### config.mk
export PLATFORM = sky130hd
export DESIGN_NAME = spi_cmd_seq_flat
export DESIGN_NICKNAME = d
export VERILOG_FILES = /design/src/rtl/spi_cmd_seq_if.sv /design/src/rtl/spi_cmd_seq.sv /design/src/flat_wrapper.sv
export SDC_FILE = /design/constraint.sdc
export NUM_CORES = 1
export LEC_CHECK = 0
export ABC_CLOCK_PERIOD_IN_PS = 3400
export CELL_PAD_IN_SITES_DETAIL_PLACEMENT = 1
export CELL_PAD_IN_SITES_GLOBAL_PLACEMENT = 1
export CORE_ASPECT_RATIO = 1.1
export CORE_UTILIZATION = 41
export CTS_BUF_LIST = sky130_fd_sc_hd__clkbuf_4 sky130_fd_sc_hd__clkbuf_8
export DETAILED_ROUTE_END_ITERATION = 7
export GPL_ROUTABILITY_DRIVEN = 0
export PLACE_DENSITY_LB_ADDON = 0.1
export SLEW_MARGIN = 10
export SYNTH_ARGS = -nofsm -noshare
export SYNTH_HDL_FRONTEND = slang
export SYNTH_SLANG_ARGS = --single-unit
export TNS_END_PERCENT = 50
### constraint.sdc
create_clock -name clk_sys_i -period 3.4 [get_ports clk_sys_i]
set_clock_uncertainty 0.15 [all_clocks]
set_input_delay 0.68 -clock clk_sys_i [delete_from_list [all_inputs] [get_ports clk_sys_i]]
set_output_delay 0.68 -clock clk_sys_i [all_outputs]
set_load 0.01 [all_outputs]
### src/rtl/spi_cmd_seq_if.sv
// Command-sequencer bundle: SPI byte-shifter side plus bus-arbiter request/done handshake.
// The slave modport is the sequencer's view; master is the view of whatever drives it.
interface spi_cmd_seq_if #(
   parameter int unsigned ADDR_WIDTH = 17
);
   logic                  frame_start_i;
   logic [7:0]            rx_byte_i;
   logic                  rx_valid_i;
   logic [7:0]            tx_byte_o;
   logic [ADDR_WIDTH-1:0] addr_o;
   logic [7:0]            data_o;
   logic                  rw_no;
   logic                  valid_o;
   logic                  done_i;
   logic [7:0]            rd_data_i;
   logic                  ready_no;
   logic                  err_o;

   modport slave (
      input  frame_start_i, rx_byte_i, rx_valid_i, done_i, rd_data_i,
      output tx_byte_o, addr_o, data_o, rw_no, valid_o, ready_no, err_o
   );

   modport master (
      output frame_start_i, rx_byte_i, rx_valid_i, done_i, rd_data_i,
      input  tx_byte_o, addr_o, data_o, rw_no, valid_o, ready_no, err_o
   );
endinterface

### src/rtl/spi_cmd_seq.sv
// Parses framed SPI command bytes into single bus requests (valid/done handshake),
// captures read data for the shifter and supports auto-incrementing block transfers.
module spi_cmd_seq #(
   parameter int unsigned ADDR_WIDTH = 17,
   parameter bit          STICKY_ERR = 1'b1
) (
   input  logic         clk_sys_i,
   input  logic         reset_ni,
   spi_cmd_seq_if.slave bus_io
);
   typedef enum logic [2:0] {
      StIdle, StCmd, StAhi, StAlo, StData, StReq, StDone, StDrain
   } state_e;

   localparam logic [2:0] OpWriteAt   = 3'b000;
   localparam logic [2:0] OpReadAt    = 3'b001;
   localparam logic [2:0] OpWriteNext = 3'b010;
   localparam logic [2:0] OpReadNext  = 3'b011;
   localparam logic [2:0] OpWriteSame = 3'b100;

   state_e                r_state, w_state, w_cur;
   logic [ADDR_WIDTH-1:0] r_addr, w_addr;
   logic [7:0]            r_data, w_data;
   logic [7:0]            r_ahi, w_ahi;
   logic [7:0]            r_tx, w_tx;
   logic [2:0]            r_op, w_op;
   logic                  r_a16, w_a16;
   logic                  r_rw_n, w_rw_n;
   logic                  r_ready_n, w_ready_n;
   logic                  r_err, w_err;
   logic                  r_fs_pend, w_fs_pend;
   logic [7:0]            w_rx;

   assign w_rx = bus_io.rx_byte_i;

   always_ff @(posedge clk_sys_i) begin
      if (!reset_ni) begin
         r_state   <= StIdle;
         r_addr    <= '0;
         r_data    <= '0;
         r_ahi     <= '0;
         r_tx      <= '0;
         r_op      <= '0;
         r_a16     <= 1'b0;
         r_rw_n    <= 1'b1;
         r_ready_n <= 1'b1;
         r_err     <= 1'b0;
         r_fs_pend <= 1'b0;
      end else begin
         r_state   <= w_state;
         r_addr    <= w_addr;
         r_data    <= w_data;
         r_ahi     <= w_ahi;
         r_tx      <= w_tx;
         r_op      <= w_op;
         r_a16     <= w_a16;
         r_rw_n    <= w_rw_n;
         r_ready_n <= w_ready_n;
         r_err     <= w_err;
         r_fs_pend <= w_fs_pend;
      end
   end

   always_comb begin
      w_state   = r_state;
      w_cur     = r_state;
      w_addr    = r_addr;
      w_data    = r_data;
      w_ahi     = r_ahi;
      w_tx      = r_tx;
      w_op      = r_op;
      w_a16     = r_a16;
      w_rw_n    = r_rw_n;
      w_ready_n = r_ready_n;
      w_err     = STICKY_ERR ? r_err : 1'b0;
      w_fs_pend = r_fs_pend;

      if (bus_io.frame_start_i) begin
         w_ready_n = 1'b1;
         if (STICKY_ERR) w_err = 1'b0;
      end

      if (r_state == StReq) begin
         // A pending request is never aborted; a new frame only redirects where done lands.
         if (bus_io.frame_start_i) w_fs_pend = 1'b1;
         if (bus_io.rx_valid_i) w_err = 1'b1;
         if (bus_io.done_i) begin
            if (r_rw_n) w_tx = bus_io.rd_data_i;
            w_ready_n = 1'b0;
            w_state   = (r_fs_pend || bus_io.frame_start_i) ? StCmd : StDone;
            w_fs_pend = 1'b0;
         end
      end else begin
         w_cur   = bus_io.frame_start_i ? StCmd : r_state;
         w_state = w_cur;
         if (bus_io.rx_valid_i) begin
            case (w_cur)
               StCmd, StDone: begin
                  w_ready_n = 1'b1;
                  w_op      = w_rx[7:5];
                  w_a16     = w_rx[0];
                  case (w_rx[7:5])
                     OpWriteAt, OpReadAt:    w_state = StAhi;
                     OpWriteNext, OpWriteSame: w_state = StData;
                     OpReadNext: begin
                        w_addr  = r_addr + ADDR_WIDTH'(1);
                        w_rw_n  = 1'b1;
                        w_state = StReq;
                     end
                     default: w_state = StDrain;
                  endcase
               end
               StAhi: begin
                  w_ahi   = w_rx;
                  w_state = StAlo;
               end
               StAlo: begin
                  w_addr = ADDR_WIDTH'({r_a16, r_ahi, w_rx});
                  if (r_op == OpReadAt) begin
                     w_rw_n  = 1'b1;
                     w_state = StReq;
                  end else begin
                     w_state = StData;
                  end
               end
               StData: begin
                  w_data = w_rx;
                  w_rw_n = 1'b0;
                  if (r_op == OpWriteNext) w_addr = r_addr + ADDR_WIDTH'(1);
                  w_state = StReq;
               end
               default: ;
            endcase
         end
      end
   end

   assign bus_io.tx_byte_o = r_tx;
   assign bus_io.addr_o    = r_addr;
   assign bus_io.data_o    = r_data;
   assign bus_io.rw_no     = r_rw_n;
   assign bus_io.valid_o   = (r_state == StReq);
   assign bus_io.ready_no  = r_ready_n;
   assign bus_io.err_o     = r_err;
endmodule

### src/flat_wrapper.sv
// flat-port wrapper written by rule: the top's interface ports become plain ports
module spi_cmd_seq_flat 
#(
   parameter int unsigned ADDR_WIDTH = 17,
   parameter bit          STICKY_ERR = 1'b1
)
  (clk_sys_i, reset_ni, bus_io_frame_start_i, bus_io_rx_byte_i, bus_io_rx_valid_i, bus_io_done_i, bus_io_rd_data_i, bus_io_tx_byte_o, bus_io_addr_o, bus_io_data_o, bus_io_rw_no, bus_io_valid_o, bus_io_ready_no, bus_io_err_o);
  spi_cmd_seq_if #(.ADDR_WIDTH(ADDR_WIDTH)) bus_io_i ();
  input  logic clk_sys_i;
  input  logic reset_ni;
  input wire logic [$bits(bus_io_i.frame_start_i)-1:0] bus_io_frame_start_i;
  input wire logic [$bits(bus_io_i.rx_byte_i)-1:0] bus_io_rx_byte_i;
  input wire logic [$bits(bus_io_i.rx_valid_i)-1:0] bus_io_rx_valid_i;
  input wire logic [$bits(bus_io_i.done_i)-1:0] bus_io_done_i;
  input wire logic [$bits(bus_io_i.rd_data_i)-1:0] bus_io_rd_data_i;
  output wire logic [$bits(bus_io_i.tx_byte_o)-1:0] bus_io_tx_byte_o;
  output wire logic [$bits(bus_io_i.addr_o)-1:0] bus_io_addr_o;
  output wire logic [$bits(bus_io_i.data_o)-1:0] bus_io_data_o;
  output wire logic [$bits(bus_io_i.rw_no)-1:0] bus_io_rw_no;
  output wire logic [$bits(bus_io_i.valid_o)-1:0] bus_io_valid_o;
  output wire logic [$bits(bus_io_i.ready_no)-1:0] bus_io_ready_no;
  output wire logic [$bits(bus_io_i.err_o)-1:0] bus_io_err_o;
  assign bus_io_i.frame_start_i = bus_io_frame_start_i;
  assign bus_io_i.rx_byte_i = bus_io_rx_byte_i;
  assign bus_io_i.rx_valid_i = bus_io_rx_valid_i;
  assign bus_io_i.done_i = bus_io_done_i;
  assign bus_io_i.rd_data_i = bus_io_rd_data_i;
  assign bus_io_tx_byte_o = bus_io_i.tx_byte_o;
  assign bus_io_addr_o = bus_io_i.addr_o;
  assign bus_io_data_o = bus_io_i.data_o;
  assign bus_io_rw_no = bus_io_i.rw_no;
  assign bus_io_valid_o = bus_io_i.valid_o;
  assign bus_io_ready_no = bus_io_i.ready_no;
  assign bus_io_err_o = bus_io_i.err_o;
  spi_cmd_seq #(.ADDR_WIDTH(ADDR_WIDTH), .STICKY_ERR(STICKY_ERR)) u_core (.clk_sys_i(clk_sys_i), .reset_ni(reset_ni), .bus_io(bus_io_i));
endmodule
Yosys cells after proc, flatten, opt, wreduce, memory -nomap -nowiden

Cells that the tools add are included.

Shifts and indexed selects: 0
Muxes and demuxes: 24
Equality and inequality tests: 16
Order comparisons: 0
Add/subtract/negate cells: 1
Divide/modulo/power cells: 0
Bitwise gates (word level): 1
Reduce and logical (&&, ||, !) cells: 14
Multipliers: 0

Operator list:

| cell                  | count |
|---|---|
| $pmux 17 s3           | 1 |
| $mux 17               | 2 |
| $add 17x1->17 const B | 1 |
| $eq 3x2->1 const B    | 5 |
| $mux 3                | 5 |
| $mux 1                | 13 |
| $eq 3x3->1 const B    | 4 |
| $pmux 3 s4            | 1 |
| $reduce_and 3->1      | 4 |
| $reduce_and 5->1      | 2 |
| $eq 3x1->1 const B    | 3 |
| $pmux 3 s3            | 1 |
| $ne 2x1->1 const B    | 3 |
| $reduce_or 2->1       | 3 |
| $logic_not 3->1       | 1 |
| $pmux 1 s3            | 1 |
| $reduce_bool 3->1     | 1 |
| $ne 2x2->1 const B    | 1 |
| $reduce_and 2->1      | 1 |
| $reduce_bool 2->1     | 1 |
| $logic_or 1x1->1      | 1 |
| $not 1->1             | 1 |

Register bits after elaboration: 52
ROM bits: 0
Output and inout bits: 37
Memories: 0
Word-level logic and storage cells: 67
Latch bits: 0
Bits in writable memories: 0

Depth between registers and ports, before layout

Depth in word-level cells: 6
Mapped depth: 8
Depth with buffers taken out: 6

Worst setup path before layout

OpenSTA, ideal clock, no wires.

Kind: input -> register
Start: input bus_io_frame_start_i
End: register u_core.r_addr[0], in the netlist u_core.bus_io.addr_o[0]
Path slack: 1043 ps
Library setup time: 120 ps
Stages on the path: 7
Buffers on the path: 2
Data arrival time: 2087 ps
Cell sequence: buf_2 > nor4b_4 > o21ai_1 > o211ai_1 > buf_2 > nor2_1 > o31a_1

Word-level cells in the longest chain between the ends: 5
Elaborated cells on any way between the ends: 11
Classes of those cells: eq/ne (6); mux (2); reduce/logical (3)

RTL lines:

| what                                                             | line               | source |
|---|---|---|
| start, declared                                                  | flat_wrapper.sv:11 | `input wire logic [$bits(bus_io_i.frame_start_i)-1:0] bus_io_frame_start_i;` |
| $mux 3 (*)                                                       | spi_cmd_seq.sv:94  | `w_cur = bus_io.frame_start_i ? StCmd : r_state;` |
| $eq 3x1->1 / $eq 3x3->1 (equally long branches)                  | spi_cmd_seq.sv:97  | `case (w_cur)` |
| $reduce_or 2->1                                                  | spi_cmd_seq.sv:97  |  |
| $ne 2x1->1 (no line) / $reduce_bool 3->1 (equally long branches) | --                 |  |
| $reduce_and 5->1 (no line)                                       | --                 |  |
| end signal, assigned                                             | spi_cmd_seq.sv:51  | `r_addr <= w_addr;` |
| end, declared                                                    | spi_cmd_seq.sv:22  | `logic [ADDR_WIDTH-1:0] r_addr, w_addr;` |

Every way passes the cells marked *; elsewhere a longest branch is shown, timed or not.
A chain may end at the register's enable or synchronous reset.

Final worst setup path

Start: register u_core.r_state[2]
End: output bus_io_valid_o

Word-level cells in the longest chain between the ends: 1

RTL lines:

| what                   | line               | source |
|---|---|---|
| start, declared        | spi_cmd_seq.sv:21  | `state_e r_state, w_state, w_cur;` |
| start signal, assigned | spi_cmd_seq.sv:38  | `r_state <= StIdle;` |
| start signal, assigned | spi_cmd_seq.sv:50  | `r_state <= w_state;` |
| $eq 3x3->1             | spi_cmd_seq.sv:142 | `assign bus_io.valid_o = (r_state == StReq);` |
| end, declared          | flat_wrapper.sv:20 | `output wire logic [$bits(bus_io_i.valid_o)-1:0] bus_io_valid_o;` |

No other way between the ends.

==> impl_metrics.toml <==
[floorplanning]
initial_core_util_pct = 43.0
coreArea_um2 = 6270
num_rows = 30
die_area_um2 = 6900
die_h_um = 87.0
ios = 58
die_w_um = 79.3

[sta]
tns_ps = 0
final-setup-viol-count = 0
finalCritPeriodShare_pct = 82.2
slew_headroom_pct = 62.3
fmax_ghz = 0.358
tightestPinTransition_ps = 564
finalHoldViolCount = 0
setup_slack_ps = 607
whs_ps = 318
finalMaxSlewViolations = 0
rsz0062_at_grt = "false"
period_minus_slack_ps = 2790

[final_layout]
layoutNonFillerInstCount = 466
area_delta_synth_final_pct = 31.2
final.fill_count = 755
final_nets = 408
drive_above_1_share_pct = 7.25
n_antenna_cell = 0

[synth]
syn-cell-area_um2 = 2690
yosysSeqAreaShare_pct = 38.7
synth_enable_flop_cells = 0
synth_cell_type_count = 53
syn_nets = 354
ys_async_sr_fraction_pct = 0
ys_ff_latch = 52
synthSimpleGateAreaFrac_pct = 26.2
synth_top_area_share_pct = 38.7
muxShareOfSynthArea_pct = 5.95
syn_avg_cell_area_um2 = 8.11
synth_compound_area_share_pct = 24.1
yosys_warnings = 0
synth.area.top_cells = "dfxtp_1 (39%), nand2_1 (6.7%), mux2i_1 (5.9%)"
syn_inst = 332
yosysTopAreaCell = "dfxtp_1"
synth_adder_area_share_pct = 0.836
synthXorXnorAreaFrac_pct = 0
ys.flop_type = "dfxtp_1"
synth_top_family_by_area = "simple AND/OR/NAND/NOR gates"

[global_routing]
use_met3_pct = 3.35
grt_usage_pct = 22.5
grt_pass1_vias = 2565
grt_pass1_wl_um = 12200
grt_use_met1_pct = 27.2
grt_max_degree = 44
grt_busiest_layer = "met2"
gr-total-overflow = 0
met2_usage_pct = 40.9
antenna_found_initial = 0

[route]
ant_nets = 0
drc_errors = 0
post_drt_wl_per_cell_um = 16.2
drt_iter0_markers = 73
dr.pass1.iters = 4
wl_um = 7560
viasPerCell = 5.64
vias = 2626

[power_and_ir_drop]
ir_worst_vdd_mv = 0.227
power_density_nw_per_um2 = 363
leakage_nw = 1.24

[clocking]
cts_setup_buffers = 0
ctsResizeCount = 0
clkLatencyLatePin_ps = 310
cts.sinks = 52
path_clk_slew_ps = 100
clockBufferDepth = 2
holdBufCountCts = 0
cts_tree = "built"
cts_made_buffers = 5
h-tree-depth = 2
cts_root_buffer = "clkbuf_8"

[critical_path]
r2r_slack_ps = 1110
critPathRequiredTime_ps = 2570
crit_path_end_kind = "output pin"
startpoint_type = "flip-flop"
crit_arrival_ps = 1960
crit_fanout = 13
critical_path_class = "flip-flop to output pin"

[placed_design]
io_buffers = 57
dp_slack_ps = 407
dp.cells = 459
hpwl_um = 5430

[run_status]
status = "completed"

[flow_run]
cap_violations = 0

[min_path]
min-delay-path-class = "flip-flop to flip-flop"
final cells by class:
cell class	instances	area (um2)	share of cell area (%)
multi-input cells	252	1550	43.9
flip-flops and latches	52	1040	29.5
inverters	5	18.8	0.531
clock buffers	5	68.8	1.95
well taps	80	100	2.83
repair buffers	70	693	19.6
clock inverters	2	60.1	1.70
metrics by stage:
step | utilization [%] | cell area, um2 | total power [mW]
2_1_floorplan | - | 2690 | 0.728
3_3_place_gp | 54.3 | 3400 | 0.798
3_5_place_dp | 54.3 | 3400 | 0.800
4_1_cts | 56.4 | 3530 | 1.30
5_1_grt | 56.4 | 3530 | 1.33
6_report | 56.4 | 3530 | 1.28
path summary, 6_finish.rpt:
path                                         startpoint                      end  cells after the start
worst max-delay path                  u_core.r_state[2]           bus_io_valid_o                      3
worst min-delay path            u_core.bus_io.data_o[2]  u_core.bus_io.data_o[2]                      2
worst max register to register        u_core.r_state[1]  u_core.bus_io.addr_o[0]                      6
worst min register to register  u_core.bus_io.data_o[2]  u_core.bus_io.data_o[2]                      2
layout by cell type, fill, tap and decap left out, types with 4 or more instances in the layout:
master / count
mux2i_1: 16
o31ai_1: 5
a21oi_1: 22
buf_4: 11
a21boi_1: 10
o21ai_1: 6
nand3_1: 18
a21o_1: 4
nand4_1: 4
nor2b_1: 18
clkbuf_8: 5
nand2_1: 48
o21ai_0: 12
a31oi_1: 5
dfxtp_1: 52
nor2_1: 22
a21boi_0: 10
o221a_1: 5
clkdlybuf4s50_1: 57
flip-flops by register name, indices dropped and copies added (netlist names), 3 cells and up:
register	flops
u_core.bus_io.addr_o	17
u_core.bus_io.tx_byte_o	8
u_core.r_ahi	8
u_core.r_state	3
u_core.bus_io.data_o	8
u_core.r_op	3
where the power goes:
part	switching, mW	internal, mW	total, mW
sequential	0.0172	0.620	0.637
clock	0.209	0.290	0.499
combinational	0.0751	0.0734	0.148
cell usage after synthesis, types with 2 or more instances:
cell and number:
a21boi_0 10, a21boi_1 10, a21o_1 4, a21oi_1 22
a221oi_1 2, a31oi_1 5, and2_1 3, buf_2 8
clkbuf_1 14, dfxtp_1 52, inv_1 3, inv_2 2
mux2i_1 16, nand2_1 48, nand2b_1 3, nand3_1 18
nand3b_1 3, nand4_1 4, nor2_1 22, nor2b_1 18
nor4_1 2, o211ai_1 2, o21a_1 2, o21ai_0 12
o21ai_1 6, o221a_1 5, o221ai_1 2, o22ai_1 3
o2bb2ai_1 2, o31ai_1 5, or2_2 2
critical path, cell delays in order, from the launching register on:
cell and delay (ps):
dfxtp_1 630, nand2_1 130, nor2_1 290, clkdlybuf4s50_1 600
cells by family (layout without fill, tap and decap cells):
logic type,Yosys count,in the layout
DFF,52,52
and+or+nand+nor,137,137
adders and majority gates,2,2
muxes,16,16
buffers and inverters,28,82
AOI/OAI and AO/OA,97,97
per-layer routing:
metal / part of all wire [%] / up-vias / routed length [um]
li1: - / 1289 / -
met1: 44 / 1276 / 3340
met2: 51 / 51 / 3850
met3: 3.3 / 10 / 252
met4: 1.6 / 0 / 119
met5: 0 / - / 0
(Power assumes the default switching activity.)
